### config.mk
export PLATFORM = sky130hd
export DESIGN_NAME = keypad_scan
export DESIGN_NICKNAME = d
export VERILOG_FILES = /design/src/rtl/keypad_scan.sv
export SDC_FILE = /design/constraint.sdc
export NUM_CORES = 1
export LEC_CHECK = 0
export CORE_MARGIN = 2
export CORE_UTILIZATION = 52
export DETAILED_ROUTE_END_ITERATION = 16
export PLACE_DENSITY = 0.71
export RECOVER_POWER = 25
export SLEW_MARGIN = 10
export SYNTH_ARGS = -nofsm -noshare
export SYNTH_HDL_FRONTEND = slang
export SYNTH_SLANG_ARGS = --single-unit
### constraint.sdc
create_clock -name clk -period 6.1 [get_ports clk]
set_input_delay 1.525 -clock clk [delete_from_list [all_inputs] [get_ports clk]]
set_output_delay 1.525 -clock clk [all_outputs]
set_load 0.05 [all_outputs]
### src/rtl/keypad_scan.sv
// keypad_scan: row-scanning 4x3 matrix keypad reader with frame-level debounce.
// Reports each accepted press once via key_valid; ghosted multi-key frames count as no key.
module keypad_scan #(
   parameter int SCAN_DIV = 25000,
   parameter int DEBOUNCE = 4
) (
   input  logic       clk,
   input  logic       rst,
   input  logic [2:0] key_col,
   output logic [3:0] key_row,
   output logic [3:0] key_data,
   output logic       key_valid,
   output logic       key_held
);

   localparam int              DIV_W    = $clog2(SCAN_DIV);
   localparam logic [DIV_W-1:0] DIV_LAST = DIV_W'(SCAN_DIV - 1);
   localparam logic [3:0]       DEB      = 4'(DEBOUNCE);

   typedef enum logic {S_IDLE = 1'b0, S_HELD = 1'b1} state_t;

   function automatic logic [3:0] key_code(input logic [1:0] row, input logic [1:0] col);
      logic [3:0] code;
      case (row)
         2'd0:    code = 4'd1 + {2'b00, col};
         2'd1:    code = 4'd4 + {2'b00, col};
         2'd2:    code = 4'd7 + {2'b00, col};
         default: begin
            case (col)
               2'd0:    code = 4'd10;
               2'd1:    code = 4'd0;
               default: code = 4'd11;
            endcase
         end
      endcase
      return code;
   endfunction

   logic [DIV_W-1:0] div_q, div_d;
   logic [1:0]       row_q, row_d;
   logic [3:0]       key_row_q, key_row_d;
   logic [1:0]       acc_cnt_q, acc_cnt_d;
   logic [3:0]       acc_code_q, acc_code_d;
   logic             cand_single_q, cand_single_d;
   logic [3:0]       cand_code_q, cand_code_d;
   logic [3:0]       cnt_q, cnt_d;
   state_t           state_q, state_d;
   logic [3:0]       key_data_q, key_data_d;
   logic             key_valid_q, key_valid_d;
   logic             key_held_q, key_held_d;

   logic             tick_s, frame_done_s, frame_single_s, match_s;
   logic [1:0]       row_keys_s, col_idx_s, acc_cnt_nx_s;
   logic [2:0]       acc_sum_s;
   logic [3:0]       acc_code_nx_s, frame_code_s;

   // Next-state logic: scan timing, frame accumulation, debounce and press FSM.
   always_comb begin
      tick_s         = (div_q == DIV_LAST);
      row_keys_s     = {1'b0, key_col[0]} + {1'b0, key_col[1]} + {1'b0, key_col[2]};
      col_idx_s      = key_col[0] ? 2'd0 : (key_col[1] ? 2'd1 : 2'd2);
      acc_sum_s      = {1'b0, acc_cnt_q} + {1'b0, row_keys_s};
      // Key count saturates at 2: anything beyond one key is simply MULTI.
      acc_cnt_nx_s   = (acc_sum_s > 3'd1) ? 2'd2 : acc_sum_s[1:0];
      acc_code_nx_s  = (row_keys_s == 2'd1) ? key_code(row_q, col_idx_s) : acc_code_q;
      frame_done_s   = tick_s && (row_q == 2'd3);
      frame_single_s = (acc_cnt_nx_s == 2'd1);
      frame_code_s   = frame_single_s ? acc_code_nx_s : 4'd0;
      match_s        = (frame_single_s == cand_single_q) && (frame_code_s == cand_code_q);

      div_d         = div_q;
      row_d         = row_q;
      acc_cnt_d     = acc_cnt_q;
      acc_code_d    = acc_code_q;
      cand_single_d = cand_single_q;
      cand_code_d   = cand_code_q;
      cnt_d         = cnt_q;
      state_d       = state_q;
      key_data_d    = key_data_q;
      key_valid_d   = 1'b0;

      if (tick_s) begin
         div_d = '0;
         row_d = row_q + 2'd1;
         if (row_q == 2'd3) begin
            acc_cnt_d  = 2'd0;
            acc_code_d = 4'd0;
         end else begin
            acc_cnt_d  = acc_cnt_nx_s;
            acc_code_d = acc_code_nx_s;
         end
      end else begin
         div_d = div_q + DIV_W'(1);
      end

      if (frame_done_s) begin
         if (match_s) begin
            cnt_d = (cnt_q >= DEB) ? DEB : cnt_q + 4'd1;
         end else begin
            cand_single_d = frame_single_s;
            cand_code_d   = frame_code_s;
            cnt_d         = 4'd1;
         end
      end else begin
         cnt_d = cnt_q;
      end

      // The FSM only acts on the frame that brings the candidate to DEBOUNCE.
      if (frame_done_s && (cnt_d == DEB)) begin
         case (state_q)
            S_IDLE: begin
               if (cand_single_d) begin
                  state_d     = S_HELD;
                  key_data_d  = cand_code_d;
                  key_valid_d = 1'b1;
               end else begin
                  state_d = S_IDLE;
               end
            end
            S_HELD: begin
               if (!cand_single_d) begin
                  state_d = S_IDLE;
               end else begin
                  state_d = S_HELD;
               end
            end
            default: state_d = S_IDLE;
         endcase
      end else begin
         state_d = state_q;
      end

      key_row_d  = 4'b0001 << row_d;
      key_held_d = (state_d == S_HELD);
   end

   // State and output registers with synchronous reset.
   always_ff @(posedge clk) begin
      if (rst) begin
         div_q         <= '0;
         row_q         <= 2'd0;
         key_row_q     <= 4'b0001;
         acc_cnt_q     <= 2'd0;
         acc_code_q    <= 4'd0;
         cand_single_q <= 1'b0;
         cand_code_q   <= 4'd0;
         cnt_q         <= 4'd0;
         state_q       <= S_IDLE;
         key_data_q    <= 4'd0;
         key_valid_q   <= 1'b0;
         key_held_q    <= 1'b0;
      end else begin
         div_q         <= div_d;
         row_q         <= row_d;
         key_row_q     <= key_row_d;
         acc_cnt_q     <= acc_cnt_d;
         acc_code_q    <= acc_code_d;
         cand_single_q <= cand_single_d;
         cand_code_q   <= cand_code_d;
         cnt_q         <= cnt_d;
         state_q       <= state_d;
         key_data_q    <= key_data_d;
         key_valid_q   <= key_valid_d;
         key_held_q    <= key_held_d;
      end
   end

   assign key_row   = key_row_q;
   assign key_data  = key_data_q;
   assign key_valid = key_valid_q;
   assign key_held  = key_held_q;

endmodule

After elaboration in Yosys (flattened, before gate mapping):

Index checks and enable logic that the tools add are counted.

* logic and storage cells: 61
* bits in registers: 42
* output and inout bits: 10

* eq/ne operators: 10
* add/sub/neg operators: 9
* bitwise operators: 2
* $lt $le $gt $ge: 2
* reduce and logical (&&, ||, !) cells: 8
* shift-type cells: 1
* muxes and demuxes: 18

Operator list (number)
* 4-bit 2-to-1 mux: 8
* 15-bit by 1-bit adder with 15-bit output (second input constant): 1
* 15-bit == test (second input constant): 1
* 4-bit one-hot mux with 3 select lines: 1
* 2-bit 2-to-1 mux: 5
* 3-bit by 2-bit adder with 4-bit output (first input constant): 2
* 2-bit by 1-bit == test with 1-bit output (second input constant): 4
* 4-bit one-hot mux with 2 select lines: 1
* 4-bit by 1-bit adder with 4-bit output (second input constant): 1
* 2-bit == test (second input constant): 2
* 4-bit by 3-bit == test with 1-bit output (second input constant): 1
* 4-bit == test: 1
* 4-bit by 3-bit >= comparator with 1-bit output (second input constant): 1
* 2-bit logical NOT: 2
* 1-bit by 2-bit left shift with 4-bit output (first input constant): 1
* 1-bit by 2-bit adder with 3-bit output (first input constant): 1
* 2-bit by 2-bit adder with 3-bit output: 1
* 3-bit by 1-bit greater-than comparator with 1-bit output (second input constant): 1
* 1-bit logical AND: 3
* 1-bit 2-to-1 mux: 3
* 3-bit AND reduction: 1
* 3-bit OR reduction: 1
* 1-bit by 1-bit adder with 2-bit output: 1
* 2-bit by 1-bit adder with 2-bit output: 1
* other kinds (4): 5

Logic depth before layout (Yosys ltp):

* depth after elaboration: 15
* mapped depth: 11
* gate-level depth less buffers: 10

Least setup slack after synthesis:

Ideal clock, no wire load.

* path type: input-to-reg
* start: in key_col[0]
* end: reg cand_code_q[3]
* stages: 11
* path slack: 1.673 ns
* data arrival time: 4.306 ns
* cells stage by stage: fa_1 > ha_1 > inv_1 > fa_1 > and3_1 > clkbuf_1 > nor4_1 > a41oi_1 > o21ai_0 > a31oi_1 > mux2_2

* cells in the longest elaborated chain, start to end: 11
* elaborated cells on any way between the ends: 22
* classes of those cells: add/sub: 6; order compare: 1; eq/ne: 5; mux: 8; reduce/logical: 2

Ends and longest elaborated chain
* start, declared: line 9 `input logic [2:0] key_col,`
* 1-bit by 1-bit adder with 2-bit output: line 60 `row_keys_s = {1'b0, key_col[0]} + {1'b0, key_col[1]} + {1'b0, key_col[2]};`
* 2-bit by 1-bit adder with 2-bit output: line 60
* 2-bit by 2-bit adder with 3-bit output: line 62 `acc_sum_s = {1'b0, acc_cnt_q} + {1'b0, row_keys_s};`
* 3-bit by 1-bit greater-than comparator with 1-bit output: line 64 `acc_cnt_nx_s = (acc_sum_s > 3'd1) ? 2'd2 : acc_sum_s[1:0];`
* 2-bit 2-to-1 mux: line 64
* 2-bit by 1-bit == test with 1-bit output: line 67 `frame_single_s = (acc_cnt_nx_s == 2'd1);`
* 4-bit 2-to-1 mux: line 68 `frame_code_s = frame_single_s ? acc_code_nx_s : 4'd0;`
* 4-bit == test: line 69 `match_s = (frame_single_s == cand_single_q) && (frame_code_s == cand_code_q);`
* 1-bit logical AND: line 69
* 4-bit 2-to-1 mux *: line 97 `if (match_s) begin`
* 4-bit 2-to-1 mux *: line 96 `if (frame_done_s) begin`
* end signal, assigned: line 159 `cand_code_q <= cand_code_d;`
* end, declared: line 45 `logic [3:0] cand_code_q, cand_code_d;`

Every way passes the cells marked *; elsewhere a longest branch is shown, timed or not.
A chain may end at the register's enable or synchronous reset.

Final worst setup path:

Ends and elaborated chain as after synthesis.

==> metrics.md <==
| Metric | Value |
|---|---|
| Commonest non-fill, non-tap cells in the layout | dfxtp_1 (42), nor2_1 (28), nand2_1 (14) |
| First-pass GRT wire length | ~6200 um |
| RSZ-0062 raised after global routing | false |
| Fin Setup TNS | 0 ns |
| Die Y | 67.9 um |
| Worst r2r src | div_q[10] |
| Power Total | 531 uW |
| Distinct cells, synth | 47 |
| CTS buffer count | 5 |
| Drt first pass iters | 5 |
| CP top delay family | adder cells |
| Share of post-route cells with drive strength above 1 | 6.10% |
| Total global routing overflow | 0 |
| Worst Hold Class | register to register |
| Post-CTS sizing | 0 |
| Die ar. | 4600 um2 |
| DP HPWL | 2800 um |
| Status | finished clean |
| Worst Setup SP | key_col[0] |
| First-iteration detailed-routing DRC count | 63 |
| DR vias/cell | 5.56 |
| Max Slew Vio Count | 0 |
| Post-CTS Setup Inserts | 0 |
| WP data arrival | 4.97 ns |
| Final wirelength | 3830 um |
| Clock Tree Buf Depth | 2 |
| Setup Skew | just over 0.008 ns |
| Core ar. | 3970 um2 |
| Initial Util | 53.4% |
| Clk root buf | clkbuf_8 |
| Clock latency on the worst-skew pair | 0.29 ns |
| CTS tree | done |
| Met1 Wirelength | 1870 um |
| Crit end category | register |
| Max VDD drop | 0.150 mV |
| Crit path launch type | primary input |
| Post-CTS Hold Buffers | 0 |
| Fin. Hold Viols | 0 |
| Port Buffers | 14 |
| Min-delay src | div_q[0] |
| Initial antenna violation count | 0 |
| Reg clk slew, reported paths | 0.08 ns |
| Worst R2R Setup Slack | 3.25 ns |
| Slew @ Worst Pin | 0.875 ns |
| Layout area overhead | 13.0% |
| Final estimated routing congestion in global placement | 0.826 |
| Util after Layout | 60.4% |
| Critical path buffers and inverters | 2 |
| GRT Total Usage | 18.2% |
| Crit path max fanout | 9 |
| Crit Reg-Reg Endpoint | key_data[1] |
| Crit Path Category | primary input to register |
| CP Cell Sequence | clkdlybuf4s50_1 > fa_1 > ha_1 > inv_1 > fa_1 > and3_1 > nor4_1 > a41oi_1 > o21ai_0 > a31oi_1 > mux2_2 |
| Vias in the first global route | between 1k and 1.5k |
| Final min period | around 4.8 ns |
| Ys flop type | dfxtp_1 |
| DRC | 0 |
| Vias | 1646 |
| Most common cell after layout, fill and taps aside | dfxtp_1 |
| Hold endpoint | div_q[0] |
| Crit share post-route | 78.3% |
| Largest net degree at the start of global routing | 29 |
| Top-Level Pins | 15 |
| PwrDens | 221 nW/um2 |
| CP most frequent cell | fa_1 |
| Synthesized net count | 249 |
| WL met2 | approximately 1800 um |
| ANT nets after route | 0 |
| Die width | 67.9 um |
| Synth Warn # | 0 |
| Ant. Diodes | 0 |
| Register area share after synthesis | 39.6% |
| Flops & latches, synth | between 40 and 50 |
| Worst Path Required | 6.29 ns |
| Reg2reg path depth | 6 |
| Met3 Routed Length | about 130 um |
| Post-synth EDFFs | 0 |
| CP peak stage delay | 0.63 ns |
| Worst hold stages | 1 |
| Area of the mapped netlist | 2120 um2 |
| Gate Count Post-Synth | roughly 230 |
| H-tree depth | 2 |
| Layout Nets | 262 |
| CP max-delay cell | fa_1 |
| Uppermost layer routed | met4 |
| DR WL/cell | around 13 um |
| FFs w/ async S/R, synth | 0% |
| Final setup violation count | 0 |
| Leakage | 0.879 nW |
| Max cap viols | 0 |
| Row cnt | 23 |
| Syn_area_per_cell | slightly above 9 um2 |
| Rel. slew slack | 41.5% |
| Sink Count | 42 |
| Max Clk Rate | 209 MHz |
cells in the mapped netlist, types with 5 or more instances:
master | number | area (um2)
nor2_1 | 28 | 105
dfxtp_1 | 42 | 841
nand4_1 | 5 | 31.3
o21ai_0 | 9 | 45.0
clkbuf_1 | 6 | 22.5
nand3_1 | 7 | 35.0
nor3_1 | 5 | 25.0
nand2_1 | 14 | 52.6
inv_1 | 10 | 37.5
a21oi_1 | 6 | 30.0
o2bb2ai_1 | 5 | 43.8
nor2b_1 | 7 | 43.8
xor2_1 | 9 | 78.8
nand2b_1 | 9 | 56.3
ha_1 | 10 | 125
xnor2_1 | 5 | 43.8
worst max-delay path by stage:
stage / endpoint / slack (ns) / cells after the start
global placement: cand_code_q[3] / 1.11 / 11
finish: cand_code_q[3] / 1.32 / 11
floorplan: cand_code_q[3] / 1.67 / 11
global route: cand_code_q[3] / 1.08 / 11
CTS: cand_code_q[3] / 1.35 / 11
detailed placement: cand_code_q[3] / 1.02 / 11
flip-flops by register name (all words and copies together), names as in the netlist:
name,cells
acc_code_q,4
key_row,4
key_valid,1
cand_single_q,1
div_q,15
acc_cnt_q,2
cand_code_q,4
key_data,4
cnt_q,4
row_q,2
key_held,1
where the power goes:
group          switching, mW  total, mW  internal [mW]
Clock                 0.0912      0.214          0.122
Combinational         0.0257     0.0399         0.0142
Sequential           0.00143      0.277          0.276
per-layer routing:
layer	vias up	track usage, %
met2	18	30.5
met1	782	22.2
met3	5	5.76
met4	0	6.00
li1	841	-
met5	-	0
cell type report:
| type | instances | area, um2 |
|---|---|---|
| sequential | 42 | 841 |
| timing repair buffer | 14 | 140 |
| inverter | 10 | 37.5 |
| clock buffer | 7 | 76.3 |
| multi-input combinational | 172 | 1210 |
| fill | 364 | 1570 |
| tap | 50 | 62.6 |
| clock inverter | 1 | 30.0 |
worst reg2reg max path, stage by stage, from the launching register on:
cell,delay (ns)
dfxtp_1,0.34
or4b_1,0.51
or4_1,0.67
or2_4,0.36
nor4_4,0.32
nand4_4,0.19
mux2_4,0.34
kinds of logic (layout without fill, tap and decap cells):
| family | count (synthesis) | after routing | synth area share, % |
|---|---|---|---|
| and+or+nand+nor | 104 | 104 | 27.6 |
| DFF | 42 | 42 | 39.6 |
| AOI/OAI and AO/OA | 34 | 34 | 11.5 |
| buffers and inverters | 18 | 32 | 3.30 |
| xor gates and xnor gates | 14 | 14 | 5.78 |
| adders and majority gates | 12 | 12 | 7.79 |
| muxes | 8 | 8 | 4.42 |
through the flow:
stage / cells / cell area, um2 / setup WS [ns] / hold WS, ns
detailed placement: 288 / 2290 / 1.02 / 0.436
CTS: 296 / 2400 / 1.35 / 0.448
finish: 296 / 2400 / 1.32 / 0.442
global placement: 288 / 2290 / 1.11 / 0.426
floorplan: 232 / 2120 / 1.67 / 0.413
global route: 296 / 2400 / 1.08 / 0.468
No activity file was read; power rests on OpenSTA's default activity.
==> patch: new RTL, same flow settings <==
Put one more register stage on the output `key_row`, without a reset. The value now appears one clock later. The other outputs are not delayed to match.
--- a/src/rtl/keypad_scan.sv
+++ b/src/rtl/keypad_scan.sv
@@ -166,5 +166,7 @@
    end
 
-   assign key_row   = key_row_q;
+   always_ff @(posedge clk) begin
+      key_row <= key_row_q;
+   end
    assign key_data  = key_data_q;
    assign key_valid = key_valid_q;
Check against the original RTL: not equivalent (a bounded check fails within 4 cycles, from zero or initial values and one cycle with rst high).
==> patch against the unedited design <==
- die area is 2.4% higher
- largest power group unchanged
- final area is 3.1% higher
- sequential cell count is 4 higher
- clock skew hardly changed
- maximum frequency is 5.7% lower
- largest cell class unchanged
- routed wire length is 4.3% higher
- sequential share of layout area is 2.2 points higher
- setup slack worse by 290 ps
- power is 8.7% higher
- count of clock-buffer cells in the layout is 2 lower
- synthesized area is 2.6% higher
- core utilization is 1.4 points higher
- sequential power is 9.4% higher
- non-clock buffer count stayed put
==> patch: results (changes against the unedited design) <==
[outcome]
status=completed  ; unchanged

[drt]
wl_met3_um=139  ; was 129 um
wl_per_cell_um=12.79  ; was 12.93 um
met1_length_um=1857  ; was 1870 um
dr.first_iter.drc_count=76  ; was 63
wl_met2_um=1952  ; was 1773 um
vias=1734  ; was 1,646
dr.pass1.iters=4  ; was 5

[finish]
nNetsFinal=278  ; was 262
nClkBuffers=5  ; was 7
multi_input_area_share_pct=47.98  ; was 50.47%
n_all_inverters=12  ; was 10
multi_input_area_mm2=0.001186  ; was 0.001210 mm2
clock_area_share_pct=4.757  ; was 4.436%
multi_input_cells=182  ; was 172
sh_seq_area_pct=37.25  ; was 35.07%
fill_cells=345  ; was 364
drive_gt1_share_pct=5.344  ; was 6.098%

[grt]
grt_util_all_layers_pct=19.85  ; was 18.20%
grt_max_degree=24  ; was 29
use_met3_pct=5.357  ; was 5.757%
grt_pass1_vias=1625  ; was 1,469
use_met2_pct=33.89  ; was 30.51%
grt_first_pass_wirelength_um=6989  ; was 6230 um

[critical_path]
critPathMaxFanout=12  ; was 9
r2r-start=acc_cnt_q[0]$_SDFFE_PP0P_  ; was div_q[10]$_SDFF_PP0_
r2r-end=cand_code_q[3]$_SDFF_PP0_  ; was key_data[1]$_SDFFE_PP0P_
r2r_cells=10  ; was 6
arrival_ps=5260  ; was 4970 ps
r2r_slack_ps=3060  ; was 3250 ps

[yosys]
yosys-top-cells-area=dfxtp_1 42%, nor2_1 6.4%, ha_1 5.8%  ; was dfxtp_1 40%, ha_1 5.9%, nor2_1 5.0%
synth_ff_type=dfxtp_1  ; unchanged
synth_cell_type_count=48  ; was 47
syn_inst=246  ; was 232
ys_top_cells_by_count=46 x dfxtp_1, 37 x nor2_1, 18 x nand2_1  ; was 42 x dfxtp_1, 28 x nor2_1, 14 x nand2_1
ys_seq_area_share_pct=42.32  ; was 39.65%
async_flop_share_pct=0  ; unchanged
synthesis.nets=263  ; was 249

[sta]
fin_crit_ps=5067  ; was 4777 ps
worst_pin_slew_ps=806.0  ; was 875.0 ps
clock_skew_ps=7.837  ; was 8.276 ps

[power]
p_leak_nw=0.9120  ; was 0.8787 nW
ir_drop_mv=0.1582  ; was 0.1502 mV

[clock_network]
cts.sinks=46  ; was 42

[place]
gp_congestion=0.7981  ; was 0.8259
place_area_mm2=0.002355  ; was 0.002291 mm2
dp_slack_ps=752.0  ; was 1023 ps
hpwlAfterDp_um=2915  ; was 2798 um

[worst_hold_path]
whs_path_depth=0  ; was 1
hp-start=key_row_q[1]$_SDFF_PP0_  ; was div_q[0]$_SDFF_PP0_
min_to=key_row[1]$_DFF_P_  ; was div_q[0]$_SDFF_PP0_

## patch: cell types whose count changed after synthesis, sizes merged, moves of 5 or more
cell     change
nor2         +9
o2bb2ai      -5
nand2b       -6
a21oi        +6
nor4         -5
## patch: where the power goes
part	switching (W)	internal (W)	leakage [nW]
sequential	0.00000161	0.000302	0.371
combinational	0.0000260	0.0000159	0.485
clock	0.000107	0.000125	0.0563
total	0.000134	0.000442	0.912
## patch: logic make-up (layout without fill, tap and decap cells)
group	count (synthesis)	after routing	share of synthesized area [%]
fa+ha+maj	12	12	7.591
simple gates	111	111	27.03
flops	46	46	42.32
xor+xnor	12	12	4.830
buf+inv	18	34	3.163
mux	8	8	3.795
compound gates	39	39	11.27
## patch: metrics by stage
step	instances	utilization [%]
2_1_floorplan	246	-
3_3_place_gp	304	58.87
3_5_place_dp	304	58.87
4_1_cts	312	61.81
5_1_grt	312	61.81
6_report	312	61.81
